--- src/rtl/en_bit_serializer_if.sv ---
// Load handshake and serial output bundle for en_bit_serializer.
// The master side supplies words and the slave side transmits them.
interface en_bit_serializer_if #(
    parameter int WIDTH = 8
);
    logic             load_valid;
    logic [WIDTH-1:0] load_data;
    logic             load_ready;
    logic             en;
    logic             bit_out;
    logic             busy;
    logic             done;

    modport master (
        output load_valid, load_data,
        input  load_ready, en, bit_out, busy, done
    );

    modport slave (
        input  load_valid, load_data,
        output load_ready, en, bit_out, busy, done
    );
endinterface

--- src/rtl/en_bit_serializer.sv ---
// Parallel-to-serial transmitter that holds each bit for DIV cycles.
// It strobes en in the last cycle of each bit period for a downstream enabled flop.
module en_bit_serializer #(
    parameter int WIDTH     = 8,
    parameter int DIV       = 4,
    parameter int MSB_FIRST = 1
) (
    input  logic               clk,
    input  logic               reset,
    en_bit_serializer_if.slave bus
);
    localparam int BIT_W = (WIDTH > 1) ? $clog2(WIDTH) : 1;
    localparam int DIV_W = (DIV > 1) ? $clog2(DIV) : 1;
    localparam logic [BIT_W-1:0] LAST_BIT = BIT_W'(WIDTH - 1);
    localparam logic [DIV_W-1:0] LAST_DIV = DIV_W'(DIV - 1);

    typedef enum logic {IDLE = 1'b0, SEND = 1'b1} state_t;

    state_t           state_q, state_d;
    logic [WIDTH-1:0] shreg_q, shreg_d;
    logic [BIT_W-1:0] bit_cnt_q, bit_cnt_d;
    logic [DIV_W-1:0] div_cnt_q, div_cnt_d;

    logic             cur_bit;
    logic [WIDTH-1:0] shifted;
    logic             period_end;

    // The bit on the wire is always the head of the shift register.
    generate
        if (MSB_FIRST != 0) begin : g_msb_first
            assign cur_bit = shreg_q[WIDTH-1];
            assign shifted = {shreg_q[WIDTH-2:0], 1'b0};
        end else begin : g_lsb_first
            assign cur_bit = shreg_q[0];
            assign shifted = {1'b0, shreg_q[WIDTH-1:1]};
        end
    endgenerate

    assign period_end = (state_q == SEND) && (div_cnt_q == LAST_DIV);

    always_ff @(posedge clk or posedge reset) begin
        if (reset) begin
            state_q   <= IDLE;
            shreg_q   <= '0;
            bit_cnt_q <= '0;
            div_cnt_q <= '0;
        end else begin
            state_q   <= state_d;
            shreg_q   <= shreg_d;
            bit_cnt_q <= bit_cnt_d;
            div_cnt_q <= div_cnt_d;
        end
    end

    always_comb begin
        state_d   = state_q;
        shreg_d   = shreg_q;
        bit_cnt_d = bit_cnt_q;
        div_cnt_d = div_cnt_q;
        case (state_q)
            IDLE: begin
                if (bus.load_valid) begin
                    state_d   = SEND;
                    shreg_d   = bus.load_data;
                    bit_cnt_d = '0;
                    div_cnt_d = '0;
                end
            end
            SEND: begin
                // Divider wrap marks the end of a bit period and advances the word.
                if (div_cnt_q == LAST_DIV) begin
                    div_cnt_d = '0;
                    shreg_d   = shifted;
                    if (bit_cnt_q == LAST_BIT) begin
                        state_d   = IDLE;
                        bit_cnt_d = '0;
                    end else begin
                        bit_cnt_d = bit_cnt_q + 1'b1;
                    end
                end else begin
                    div_cnt_d = div_cnt_q + 1'b1;
                end
            end
            default: state_d = IDLE;
        endcase
    end

    // Outputs decode registered state only, so load inputs never reach them.
    always_comb begin
        bus.load_ready = (state_q == IDLE);
        bus.busy       = (state_q == SEND);
        bus.en         = period_end;
        bus.bit_out    = (state_q == SEND) && cur_bit;
        bus.done       = period_end && (bit_cnt_q == LAST_BIT);
    end
endmodule

--- src/flat_wrapper.sv ---
// flat-port wrapper written by rule: the top's interface ports become plain ports
module en_bit_serializer_flat 
#(
    parameter int WIDTH     = 8,
    parameter int DIV       = 4,
    parameter int MSB_FIRST = 1
)
  (clk, reset, bus_load_valid, bus_load_data, bus_load_ready, bus_en, bus_bit_out, bus_busy, bus_done);
  en_bit_serializer_if #(.WIDTH(WIDTH)) bus_i ();
  input  logic clk;
  input  logic reset;
  input wire logic [$bits(bus_i.load_valid)-1:0] bus_load_valid;
  input wire logic [$bits(bus_i.load_data)-1:0] bus_load_data;
  output wire logic [$bits(bus_i.load_ready)-1:0] bus_load_ready;
  output wire logic [$bits(bus_i.en)-1:0] bus_en;
  output wire logic [$bits(bus_i.bit_out)-1:0] bus_bit_out;
  output wire logic [$bits(bus_i.busy)-1:0] bus_busy;
  output wire logic [$bits(bus_i.done)-1:0] bus_done;
  assign bus_i.load_valid = bus_load_valid;
  assign bus_i.load_data = bus_load_data;
  assign bus_load_ready = bus_i.load_ready;
  assign bus_en = bus_i.en;
  assign bus_bit_out = bus_i.bit_out;
  assign bus_busy = bus_i.busy;
  assign bus_done = bus_i.done;
  en_bit_serializer #(.WIDTH(WIDTH), .DIV(DIV), .MSB_FIRST(MSB_FIRST)) u_core (.clk(clk), .reset(reset), .bus(bus_i));
endmodule
--- config.mk ---
export PLATFORM = sky130hd
export DESIGN_NAME = en_bit_serializer_flat
export DESIGN_NICKNAME = d
export VERILOG_FILES = /design/src/rtl/en_bit_serializer_if.sv /design/src/rtl/en_bit_serializer.sv /design/src/flat_wrapper.sv
export SDC_FILE = /design/constraint.sdc
export NUM_CORES = 1
export LEC_CHECK = 0
export CAP_MARGIN = 5
export CORE_ASPECT_RATIO = 1.25
export CORE_MARGIN = 2
export CORE_UTILIZATION = 30
export DETAILED_ROUTE_END_ITERATION = 7
export GPL_TIMING_DRIVEN = 0
export PLACE_DENSITY = 0.49
export REMOVE_ABC_BUFFERS = 1
export SLEW_MARGIN = 5
export SYNTH_ARGS = -nofsm -noshare
export SYNTH_HDL_FRONTEND = slang
export SYNTH_SLANG_ARGS = --single-unit
--- constraint.sdc ---
create_clock -name clk -period 1.9 [get_ports clk]
set_input_delay 0.285 -clock clk [delete_from_list [all_inputs] [get_ports clk]]
set_output_delay 0.285 -clock clk [all_outputs]
set_load 0.005 [all_outputs]
* Word-level counts from Yosys, hierarchy flattened *
Index checks and enable logic that the tools add are counted.

storage, ports and cells
  bits in registers = 14
  memories = 0
  bits of input ports = 11
  memory bits (read-only) = 0
  bits in latches = 0
  memory bits (writable) = 0

cells by class
  add/subtract/negate cells = 2
  shift operators = 0
  div/mod/pow operators = 0
  magnitude comparators = 0
  $mul = 0
  mux-type cells = 14
  bitwise logic cells = 1
  eq/ne operators = 4
  reduce and logical (&&, ||, !) cells = 4

operators by type and width
  cell                                                           count
  8-bit 2-to-1 mux                                               2
  8-bit case mux with 2 select lines                             1
  3-bit 2-to-1 mux                                               3
  3-bit case mux with 2 select lines                             1
  2-bit 2-to-1 mux                                               2
  2-bit != test, second input constant                           2
  2-bit case mux with 2 select lines                             1
  3-bit by 1-bit adder with 3-bit output, second input constant  1
  3-bit equality test, second input constant                     1
  1-bit logical AND                                              3
  1-bit 2-to-1 mux                                               3
  2-bit by 1-bit adder with 2-bit output, second input constant  1
  2-bit equality test, second input constant                     1
  1-bit case mux with 2 select lines                             1
  2-bit AND reduction                                            1
  1-bit NOT                                                      1

* Logic depth before layout (Yosys ltp) *
  depth after elaboration = 4
  mapped depth = 5

* Worst setup path before layout *
OpenSTA, ideal clock, no wires.

  path type = register to register
  from = reg u_core.div_cnt_q[0]
  to = reg u_core.shreg_q[1]
  path slack = 624 ps
  required time = 1796 ps
  stages on the path, launching flop included = 6
  arrival = 1172 ps
  path through = dfrtp_1 > ha_1 > buf_6 > and2_4 > buf_6 > a221oi_1

on the way
  word-level cells in the longest chain between the ends = 3

ends and longest elaborated chain
  item                                  RTL line                 source
  start, declared                       en_bit_serializer.sv:22  logic [DIV_W-1:0] div_cnt_q, div_cnt_d;
  start signal, assigned                en_bit_serializer.sv:51  div_cnt_q <= div_cnt_d;
  2-bit equality test                   en_bit_serializer.sv:71  if (div_cnt_q == LAST_DIV) begin
  2-bit != test (no source line)        -
  2-bit AND reduction (no source line)  -
  end signal, assigned                  en_bit_serializer.sv:49  shreg_q <= shreg_d;
  end, declared                         en_bit_serializer.sv:20  logic [WIDTH-1:0] shreg_q, shreg_d;

Every way passes these cells.
A chain may end at the register's enable or synchronous reset.

* Worst setup path in the final report *
  from = reg u_core.bit_cnt_q[0]
  to = out bus_done

on the way
  word-level cells in the longest chain between the ends = 2

ends and longest elaborated chain
  item                    RTL line                 source
  start, declared         en_bit_serializer.sv:21  logic [BIT_W-1:0] bit_cnt_q, bit_cnt_d;
  start signal, assigned  en_bit_serializer.sv:50  bit_cnt_q <= bit_cnt_d;
  3-bit equality test     en_bit_serializer.sv:94  bus.done = period_end && (bit_cnt_q == LAST_BIT);
  1-bit logical AND       en_bit_serializer.sv:94
  end, declared           flat_wrapper.sv:18       output wire logic [$bits(bus_i.done)-1:0] bus_done;

Every way passes these cells.

==> reports/qor.csv <==
stage;metric;value;unit
clock_network;Longest Clk Path Bufs;2;
logic_synthesis;largest family of logic cells by synthesized area;multiplexers;
logic_synthesis;Main synth FF type;dfrtp_1;
clock_network;CTS buffer count;3;
sta;max_slew headroom;62.6;%
grt;largest net degree at the start of global routing;18;
route;# DRC;0;
layout;most common cell after layout, fill and taps aside;mux2i_1;
logic_synthesis;post-synthesis mux area share;24.6;%
layout;Post-Layout Cell Count;116;
worst_setup_path;Worst Path Required;1.62;ns
route;Iteration-0 DRC Markers;2;
pwr;Int Pwr;955;uW
route;Avg WL per Cell;12.8;microns
floorplan;starting density of the core;31.3;%
worst_setup_path;Crit path arrival time;1.52;ns
worst_setup_path;Register-to-Register Setup Slack;0.45;ns
sta;Final setup viols;0;
floorplan;Core ar.;2400;sq um
grt;vias in the first global route;553;
grt;first-pass GRT wire length;2570;microns
sta;Least-Margin Pin Slew;0.560;ns
route;Via Count;538;
logic_synthesis;Synth Register Bits;14;
layout;fin nets;98;
layout;commonest non-fill, non-tap cells in the layout;mux2i_1 (16), clkdlybuf4s50_1 (14), dfrtp_1 (13);
sta;part of the cycle the worst path needs;95.1;%
logic_synthesis;post-synthesis sequential area ratio;46.6;%
sta;final-report max-slew violation count;0;
worst_setup_path;CP Launch Type;flop;
route;drt total wl;1490;microns
floorplan;Die Area;2930;sq um
clock_network;hold_buf cts;0;
worst_setup_path;CP top delay family;flip-flops;
logic_synthesis;Ys Warns;0;
grt;global route overflow;0;
pwr;Power Dens Cells;1400;nW/um^2
clock_network;clock sink count;14;
pwr;Logic pwr share;46.1;%
layout;share of cells above drive strength 1;24.1;%
worst_setup_path;CP max FO;2;
sta;f_max;0.554;GHz
layout;Multi-input gate area;358;sq um
grt;initial antenna violation count;0;
status;outcome;finished clean;
logic_synthesis;synthesized area;752;sq um
pwr;Clock Power Share;15.4;%
sta;RSZ-0062 raised after global routing;no;
logic_synthesis;Yosys cell types;21;
logic_synthesis;Cells after Synth;62;
placement;port bufs;15;
floorplan;row cnt;20;
logic_synthesis;syn_area_per_cell;12.1;sq um
pwr;Worst VDD drop;0.000734;V
worst_setup_path;Slowest cell on crit path;dfrtp_1;
logic_synthesis;simple-gate share of the synthesized area;7.82;%
clock_network;CTS H-tree depth;1;
worst_setup_path;CP Class;flop to output pin;
logic_synthesis;Post-synth ARST share;100;%
pwr;Static Leak;0.000479;uW
logic_synthesis;EDFF count, synth;0;
placement;DP Area;903;sq um
floorplan;Die Span X;48.8;microns
worst_setup_path;FF-to-FF path depth;5;
worst_setup_path;CP cell instances;ha_2 -> ha_1 -> and3_2 -> dlygate4sd2_1;
pwr;share of power burned in registers;38.5;%
pwr;total power;1420;uW
pwr;fraction of power spent switching nets;32.7;%
logic_synthesis;Post-Synth Adder-Cell Area;4.99;%
run;Max Cap Violations;0;
placement;HPWL after detailed placement;958;microns
worst_setup_path;slowest stage delay, CP;0.39;ns
hold_path;min-delay worst type;input port to asynchronous set/reset pin;
clock_network;clk slew on worst S/H paths;0.09;ns
pwr;Switch Pwr;463;uW
layout;Antenna diodes;0;
route;antenna viol nets, final;0;
placement;routability cong.;0.693;
logic_synthesis;Post-Synth XOR/XNOR Area;0;%
sta;fin crit period;1.81;ns
clock_network;Skew-Pair Late Insertion Delay;0.28;ns
placement;Post-Place Cells;105;
clock_network;CTS Root Cell;clkbuf_4;
worst_setup_path;Worst Setup End Kind;output pin;
route;drt via density;4.64;
layout;post-layout util;42.0;%
layout;Reg area;354;sq um
layout;final-layout fill cell count;253;
sta;Setup Total Neg Slack;0;ns
worst_setup_path;Reg2Reg Launch Point;u_core.div_cnt_q[1];
logic_synthesis;Synth Area in Compound Gates;8.15;%
floorplan;Die Y;60.0;microns
layout;final instance area;1010;sq um
route;First-pass DRT Iterations;3;
sta;Fin Clk Skew;0.00594;ns
worst_setup_path;worst flop-to-flop path endpoint;u_core.shreg_q[2];
worst_setup_path;CP bufs+invs;1;
grt;global-route usage over all layers;12.0;%
floorplan;Ports;16;
clock_network;TritonCTS clock tree;built;
layout;Area growth, synth to finish;34.3;%
sta;Final Hold Violating Endpoints;0;
## flip-flops by register name (all words and copies together), names as in the netlist
| register | flops |
|---|---|
| u_core.div_cnt_q | 2 |
| u_core.shreg_q | 8 |
| u_core.bus.busy | 1 |
| u_core.bit_cnt_q | 3 |
## worst reg2reg max path, stage by stage, from the launching register on
cell	delay, ns
dfrtp_1	0.42
ha_4	0.17
buf_4	0.13
buf_4	0.17
mux2i_2	0.30
a221oi_1	0.15
## kinds of logic after synthesis
logic type               Yosys count
flip-flops                        14
adder cells (fa/ha/maj)            3
buffers and inverters             10
AND/OR/NAND/NOR                   10
AO/OA/AOI/OAI                      7
multiplexers                      18
## layout make-up
cell class              count  area share, %
flip-flops and latches     14           35.1
multi-input cells          38           35.4
well taps                  33           4.09
inverters                   5           1.86
repair buffers             22           20.0
clock buffers               4           3.59
## layer usage
layer	GRT usage (%)	wire [microns]	up-vias
met5	0	0	-
met1	13.9	683	260
met4	4.90	17	0
met2	19.8	717	13
met3	4.75	68	2
li1	-	-	263
## synthesized netlist by cell type (2+ instances only)
cell / number / area share (%)
a221oi_1: 2 / 2.3
a22o_2: 2 / 2.7
buf_2: 2 / 1.3
nor2_1: 3 / 1.5
ha_1: 3 / 5.0
inv_1: 5 / 2.5
mux2i_1: 16 / 21
buf_6: 2 / 3.0
nor3b_1: 2 / 2.0
dfrtp_1: 14 / 47
## per-stage QoR
step           hold WS, ns  setup slack, ns
2_1_floorplan        0.174            0.642
3_3_place_gp         0.483          0.00159
3_5_place_dp         0.487         -0.00104
4_1_cts              0.366           0.0185
5_1_grt              0.396          0.00792
6_report             0.345           0.0934
## timing repair
| action | 4_1_cts | 5_1_grt |
|---|---|---|
| setup buffers | 3 | 4 |
| endpoints found under the setup margin | 5 | 2 |
| pin swaps | 1 | 0 |
| resized for setup | 5 | 1 |
## worst max-delay path by stage
stage | from | endpoint | slack [ns] | cells past startpoint
floorplan | u_core.div_cnt_q[0] | u_core.bit_cnt_q[1] | 0.64 | 3
global placement | u_core.div_cnt_q[0] | bus_done | 0.002 | 3
detailed placement | u_core.div_cnt_q[0] | bus_done | -0.001 | 3
CTS | u_core.bus.busy | bus_en | 0.02 | 2
global route | u_core.bit_cnt_q[0] | bus_done | 0.008 | 4
finish | u_core.bit_cnt_q[0] | bus_done | 0.09 | 4
## power by group through the flow
stage | combinational, uW | clock, uW | sequential [uW]
final | 653 | 219 | 546
after global routing | 741 | 244 | 569
after CTS | 633 | 231 | 560
after detailed placement | 571 | 0 | 556
after global placement | 563 | 0 | 554
after floorplan | 414 | 0 | 526
No activity file was read; power rests on OpenSTA's default activity.
